--- config.mk ---
export PLATFORM = sky130hd
export DESIGN_NAME = aib_avmm_redund_csr
export DESIGN_NICKNAME = d
export VERILOG_FILES = /design/src/rtl/aib_avmm_redund_csr.sv
export SDC_FILE = /design/constraint.sdc
export NUM_CORES = 1
export LEC_CHECK = 0
export BUFFER_PORTS_ARGS = -buffer_cell sky130_fd_sc_hd__buf_2
export CAP_MARGIN = 20
export CORE_MARGIN = 4
export CORE_UTILIZATION = 60
export CTS_BUF_LIST = sky130_fd_sc_hd__clkbuf_8 sky130_fd_sc_hd__clkbuf_16
export DETAILED_ROUTE_END_ITERATION = 10
export PLACE_DENSITY = 0.92
export SLEW_MARGIN = 20
export SYNTH_ARGS = -nofsm -noshare
export SYNTH_HDL_FRONTEND = slang
export SYNTH_SLANG_ARGS = --single-unit
--- constraint.sdc ---
create_clock -name clk -period 3.41 [get_ports clk]
set_clock_uncertainty 0.2 [all_clocks]
set_input_delay 0.1705 -clock clk [delete_from_list [all_inputs] [get_ports clk]]
set_output_delay 0.1705 -clock clk [all_outputs]
set_load 0.01 [all_outputs]
--- src/rtl/aib_avmm_redund_csr.sv ---
// aib_avmm_redund_csr: double-buffered AVMM CSR bank for AIB redundancy words
module aib_avmm_redund_csr #(
   parameter int                NUM_REG   = 4,
   parameter int                ADDR_W    = 7,
   parameter logic [ADDR_W-1:0] BASE_ADDR = 7'h1c,
   parameter logic [ADDR_W-1:0] CTRL_ADDR = 7'h00,
   parameter logic [ADDR_W-1:0] STAT_ADDR = 7'h04,
   parameter logic [31:0]       RESET_VAL = 32'h0
) (
   input  logic                  clk,
   input  logic                  reset_n,
   input  logic [ADDR_W-1:0]     address,
   input  logic [31:0]           writedata,
   input  logic [3:0]            byteenable,
   input  logic                  write,
   input  logic                  read,
   output logic [31:0]           readdata,
   output logic                  readdatavalid,
   output logic [NUM_REG*32-1:0] redund_out,
   output logic                  commit_done
);

   logic [31:0]        shadow [NUM_REG];
   logic [31:0]        active [NUM_REG];
   logic [ADDR_W-1:0]  off;
   logic [NUM_REG-1:0] sel;
   logic               reg_hit, ctrl_hit, stat_hit, unmapped;
   logic               auto_mode, lock, err_locked, err_unmapped;
   logic [7:0]         cnt;
   logic               wr_ok, ctrl_wr, commit;
   logic [31:0]        rd_reg, rd_mux;

   function automatic logic [31:0] merge(input logic [31:0] old, input logic [31:0] d,
                                         input logic [3:0] be);
      logic [31:0] r;
      for (int b = 0; b < 4; b++) r[8*b+:8] = be[b] ? d[8*b+:8] : old[8*b+:8];
      return r;
   endfunction

   // address decode: register window must be word-aligned inside the window
   always_comb begin
      off      = address - BASE_ADDR;
      reg_hit  = (address >= BASE_ADDR) && (32'(off) < 32'(4*NUM_REG)) && (off[1:0] == 2'b00);
      ctrl_hit = address == CTRL_ADDR;
      stat_hit = address == STAT_ADDR;
      unmapped = !(reg_hit || ctrl_hit || stat_hit);
      sel      = '0;
      rd_reg   = '0;
      for (int i = 0; i < NUM_REG; i++) begin
         sel[i] = reg_hit && (32'(off[ADDR_W-1:2]) == 32'(i));
         if (sel[i]) rd_reg = shadow[i];
      end
      rd_mux = reg_hit  ? rd_reg :
               ctrl_hit ? {29'd0, lock, auto_mode, 1'b0} :
               stat_hit ? {16'd0, cnt, 6'd0, err_unmapped, err_locked} : 32'd0;
      wr_ok   = write && !lock;
      ctrl_wr = wr_ok && ctrl_hit && byteenable[0];
      commit  = ctrl_wr && writedata[0];
   end

   // shadow writes, atomic commit to active, and AUTO write-through
   always_ff @(posedge clk or negedge reset_n) begin
      if (!reset_n) begin
         for (int i = 0; i < NUM_REG; i++) begin
            shadow[i] <= RESET_VAL;
            active[i] <= RESET_VAL;
         end
      end else begin
         for (int i = 0; i < NUM_REG; i++) begin
            if (wr_ok && sel[i]) shadow[i] <= merge(shadow[i], writedata, byteenable);
            if (commit) active[i] <= shadow[i];
            else if (wr_ok && sel[i] && auto_mode) active[i] <= merge(active[i], writedata, byteenable);
         end
      end
   end

   // control, sticky errors and commit counter
   always_ff @(posedge clk or negedge reset_n) begin
      if (!reset_n) begin
         auto_mode    <= 1'b0;
         lock         <= 1'b0;
         err_locked   <= 1'b0;
         err_unmapped <= 1'b0;
         cnt          <= 8'd0;
         commit_done  <= 1'b0;
      end else begin
         if (ctrl_wr) begin
            auto_mode <= writedata[1];
            lock      <= lock | writedata[2];
         end
         err_locked   <= (write && lock && (reg_hit || ctrl_hit)) ||
                         (err_locked && !(write && stat_hit && byteenable[0] && writedata[0]));
         err_unmapped <= ((write || read) && unmapped) ||
                         (err_unmapped && !(write && stat_hit && byteenable[0] && writedata[1]));
         cnt          <= commit ? cnt + 8'd1 : cnt;
         commit_done  <= commit;
      end
   end

   // registered read return; idle cycles return zero
   always_ff @(posedge clk or negedge reset_n) begin
      if (!reset_n) begin
         readdata      <= 32'd0;
         readdatavalid <= 1'b0;
      end else begin
         readdata      <= read ? rd_mux : 32'd0;
         readdatavalid <= read;
      end
   end

   for (genvar g = 0; g < NUM_REG; g++) begin : g_out
      assign redund_out[32*g+:32] = active[g];
   end

endmodule

==> results.sh <==
export IMPL_synth_cell_types=49
export IMPL_seq_area_frac_synth=0.567
export IMPL_power_share_switching=0.221
export IMPL_dr_pass1_iters=5
export IMPL_drive_gt1_frac=0.307
export IMPL_ys_top_cells_by_count="dfrtp_1, nand2_1, mux2_2"
export IMPL_p_comb_frac=0.046
export IMPL_cts_sinks=302
export IMPL_cp_common_cell="dlygate4sd3_1"
export IMPL_grt_first_pass_wirelength_um=59300
export IMPL_coreArea_um2=21800
export IMPL_wl_met2_um=17900
export IMPL_die_x_um=157
export IMPL_crit_slowest_cell="dlygate4sd3_1"
export IMPL_highest_layer="met4"
export IMPL_synth_nets=1187
export IMPL_place_ws_ns=0.552
export IMPL_finalHoldViolations=0
export IMPL_power_internal_mw=6.07
export IMPL_cts_made_buffers=30
export IMPL_final_util=0.742
export IMPL_synth_top_area_frac=0.567
export IMPL_wl_um=37300
export IMPL_regToRegStartpoint="lock"
export IMPL_drc=0
export IMPL_peakVddDrop_mv=0.333
export IMPL_cts_root_buf="clkbuf_16"
export IMPL_ys_async_sr_fraction=1.00
export IMPL_synth_most_common_cell="dfrtp_1"
export IMPL_max_slew_margin=0.232
export IMPL_initial_utilization=0.611
export IMPL_wl_met3_um=3290
export IMPL_setup_viol=0
export IMPL_critPathLaunchType="input port"
export IMPL_io_buffers=208
export IMPL_synth_edf_count=0
export IMPL_cp_max_fo=63
export IMPL_clk_pin_slew_ns=0.06
export IMPL_synth_area_leaders="dfrtp_1, mux2_2, mux2i_1"
export IMPL_r2r_slack_ns=0.92
export IMPL_period_minus_slack_ns=3.16
export IMPL_cp_required_ns=3.61
export IMPL_leakage_nw=8.57
export IMPL_max_clock_path_buffers=3
export IMPL_syn_to_final_growth_pct=21.5
export IMPL_status="completed"
export IMPL_via_per_inst=6.26
export IMPL_synth_seq_cells=302
export IMPL_min_period_over_period=0.926
export IMPL_placed_cells=1583
export IMPL_r2r_end="redund_out[94]"
export IMPL_power_switching_mw=1.72
export IMPL_pwr_share_clk=0.474
export IMPL_core_rowCount=54
export IMPL_grt_max_degree=103
export IMPL_die_h_um=157
export IMPL_holdCritPathClass="input port to async pin"
export IMPL_m1WireLength_um=14600
export IMPL_rsz0062_at_grt="false"
export IMPL_vias=10554
export IMPL_p_per_area_nw_per_um2=481
export IMPL_grtUsageTotal=0.303
export IMPL_cp_end_kind="register"
export IMPL_path_cells="dlygate4sd3_1, buf_2, or2_2, nor4_4, dlygate4sd3_1, nand3_2, inv_6, buf_4, o21ai_0"
export IMPL_fin_tns_setup_ns=0
export IMPL_grt_pass1_vias=10942
export IMPL_r2r_cells=5
export IMPL_dp_hpwl_um=23600
export IMPL_critPathKind="input port to register"
export IMPL_final_antenna_net_count=0
export IMPL_antenna_found_initial=1
export IMPL_syn_avg_cell_area_um2=11.7
export IMPL_worst_pin_slew_ns=1.15
export IMPL_cts_tree="yes"
export IMPL_clkLatencyLatePin_ns=0.55
export IMPL_netlist_area_um2=13300
export IMPL_slowest_delay_ns=0.68
export IMPL_finalMaxSlewViolations=0
export IMPL_overflow=0
export IMPL_htree_levels=1
export IMPL_final_cells=1687
export IMPL_pin_count=209
export IMPL_dieArea_um2=24700
export IMPL_nNetsFinal=1430
export IMPL_timing_fmax_mhz=317
export IMPL_seq_power_share=0.480
export IMPL_maxCapViolations=0
export IMPL_yosysWarnings=0
export IMPL_syn_inst=1139
export IMPL_postLayoutSetupSlackWorst_ns=0.252
export IMPL_wire_per_inst_um=22.1
export IMPL_yosysTopAreaCell="dfrtp_1"
export IMPL_worst_ep_arrival_time_ns=3.36
export IMPL_drt_iter0_drc=1181
export IMPL_synth_flop_cell="dfrtp_1"
export IMPL_routabilityCongestion=0.898
-- metrics by stage --
stage                     area [µm²]  total power [mW]  hold WS, ns
after floorplan                13300              3.90       -0.325
after global placement         14600              4.09       0.0674
after detailed placement       14600              4.11       0.0765
after CTS                      16200              7.80       0.0265
after global routing           16200              8.01       0.0867
final                          16200              7.79       0.0510
-- repair_timing --
action | in CTS | in global routing
hold buffers | 47 | 0
setup buffers | 0 | 0
endpoints found under the hold margin | 362 | 0
resized for setup | 0 | 0
-- how the worst max path moves through the flow --
stage | slack, ns | to | from
6_report | 0.25 | redund_out[94] | address[4]
4_1_cts | 0.33 | redund_out[94] | address[4]
3_3_place_gp | 0.67 | redund_out[122] | address[0]
3_5_place_dp | 0.55 | redund_out[94] | address[0]
5_1_grt | 0.13 | redund_out[94] | address[4]
2_1_floorplan | 1.28 | redund_out[64] | lock
-- layout by cell type, fill, tap and decap left out, drive strengths merged, types with 5 or more instances in the layout --
| cell type | Yosys | layout |
|---|---|---|
| mux2 | 129 | 129 |
| xnor2 | 7 | 7 |
| nor2 | 14 | 14 |
| a221oi | 11 | 11 |
| o31ai | 11 | 11 |
| buf | 30 | 234 |
| nand3 | 14 | 14 |
| bufinv | 0 | 7 |
| mux2i | 124 | 124 |
| dfrtp | 302 | 302 |
| clkbuf | 40 | 34 |
| clkinv | 0 | 9 |
| and3 | 10 | 10 |
| and2 | 5 | 5 |
| a21oi | 15 | 15 |
| a221o | 21 | 21 |
| nand2 | 198 | 198 |
| o21ai | 166 | 166 |
| dlygate4sd3 | 0 | 47 |
-- metal layers --
| metal | up-vias | GRT usage |
|---|---|---|
| li1 | 4555 | - |
| met4 | 0 | 0.124 |
| met2 | 585 | 0.492 |
| met3 | 108 | 0.0619 |
| met5 | - | 0 |
| met1 | 5306 | 0.403 |
-- critical path, delay by kind of cell --
kind	cells	cell delay [ns]
compound gates	1	0.19
simple gates	3	0.76
buf+inv	5	2.20
-- power by group through the flow --
stage / Clock, mW / Combinational (mW) / Sequential (mW)
2_1_floorplan: 0 / 0.121 / 3.78
3_3_place_gp: 0 / 0.300 / 3.79
3_5_place_dp: 0 / 0.313 / 3.80
4_1_cts: 3.71 / 0.356 / 3.74
5_1_grt: 3.87 / 0.392 / 3.75
6_report: 3.69 / 0.356 / 3.74
-- sequential cells by signal (all words and copies together), names as in the netlist --
register	cells
auto_mode	1
cnt	8
commit_done	1
err_locked	1
err_unmapped	1
lock	1
readdata	32
readdatavalid	1
redund_out	128
shadow	128
-- cells by family after synthesis --
logic type	count (synthesis)	share of synthesized area
AO/OA/AOI/OAI	239	0.106
XOR/XNOR	7	0.00460
adder cells (fa/ha/maj)	1	0.000939
buffers and inverters	72	0.0300
flip-flops	302	0.567
multiplexers	253	0.202
AND/OR/NAND/NOR	265	0.0895
-- layout make-up --
class | instances | area, µm²
antenna | 2 | 5.00
clock buffer | 34 | 817
clock inverter | 21 | 300
fill | 1313 | 5640
inverter | 2 | 12.5
multi-input combinational | 765 | 5380
sequential | 302 | 7560
tap | 280 | 350
timing repair buffer | 281 | 1770
Power figures use the tool's default switching activity.
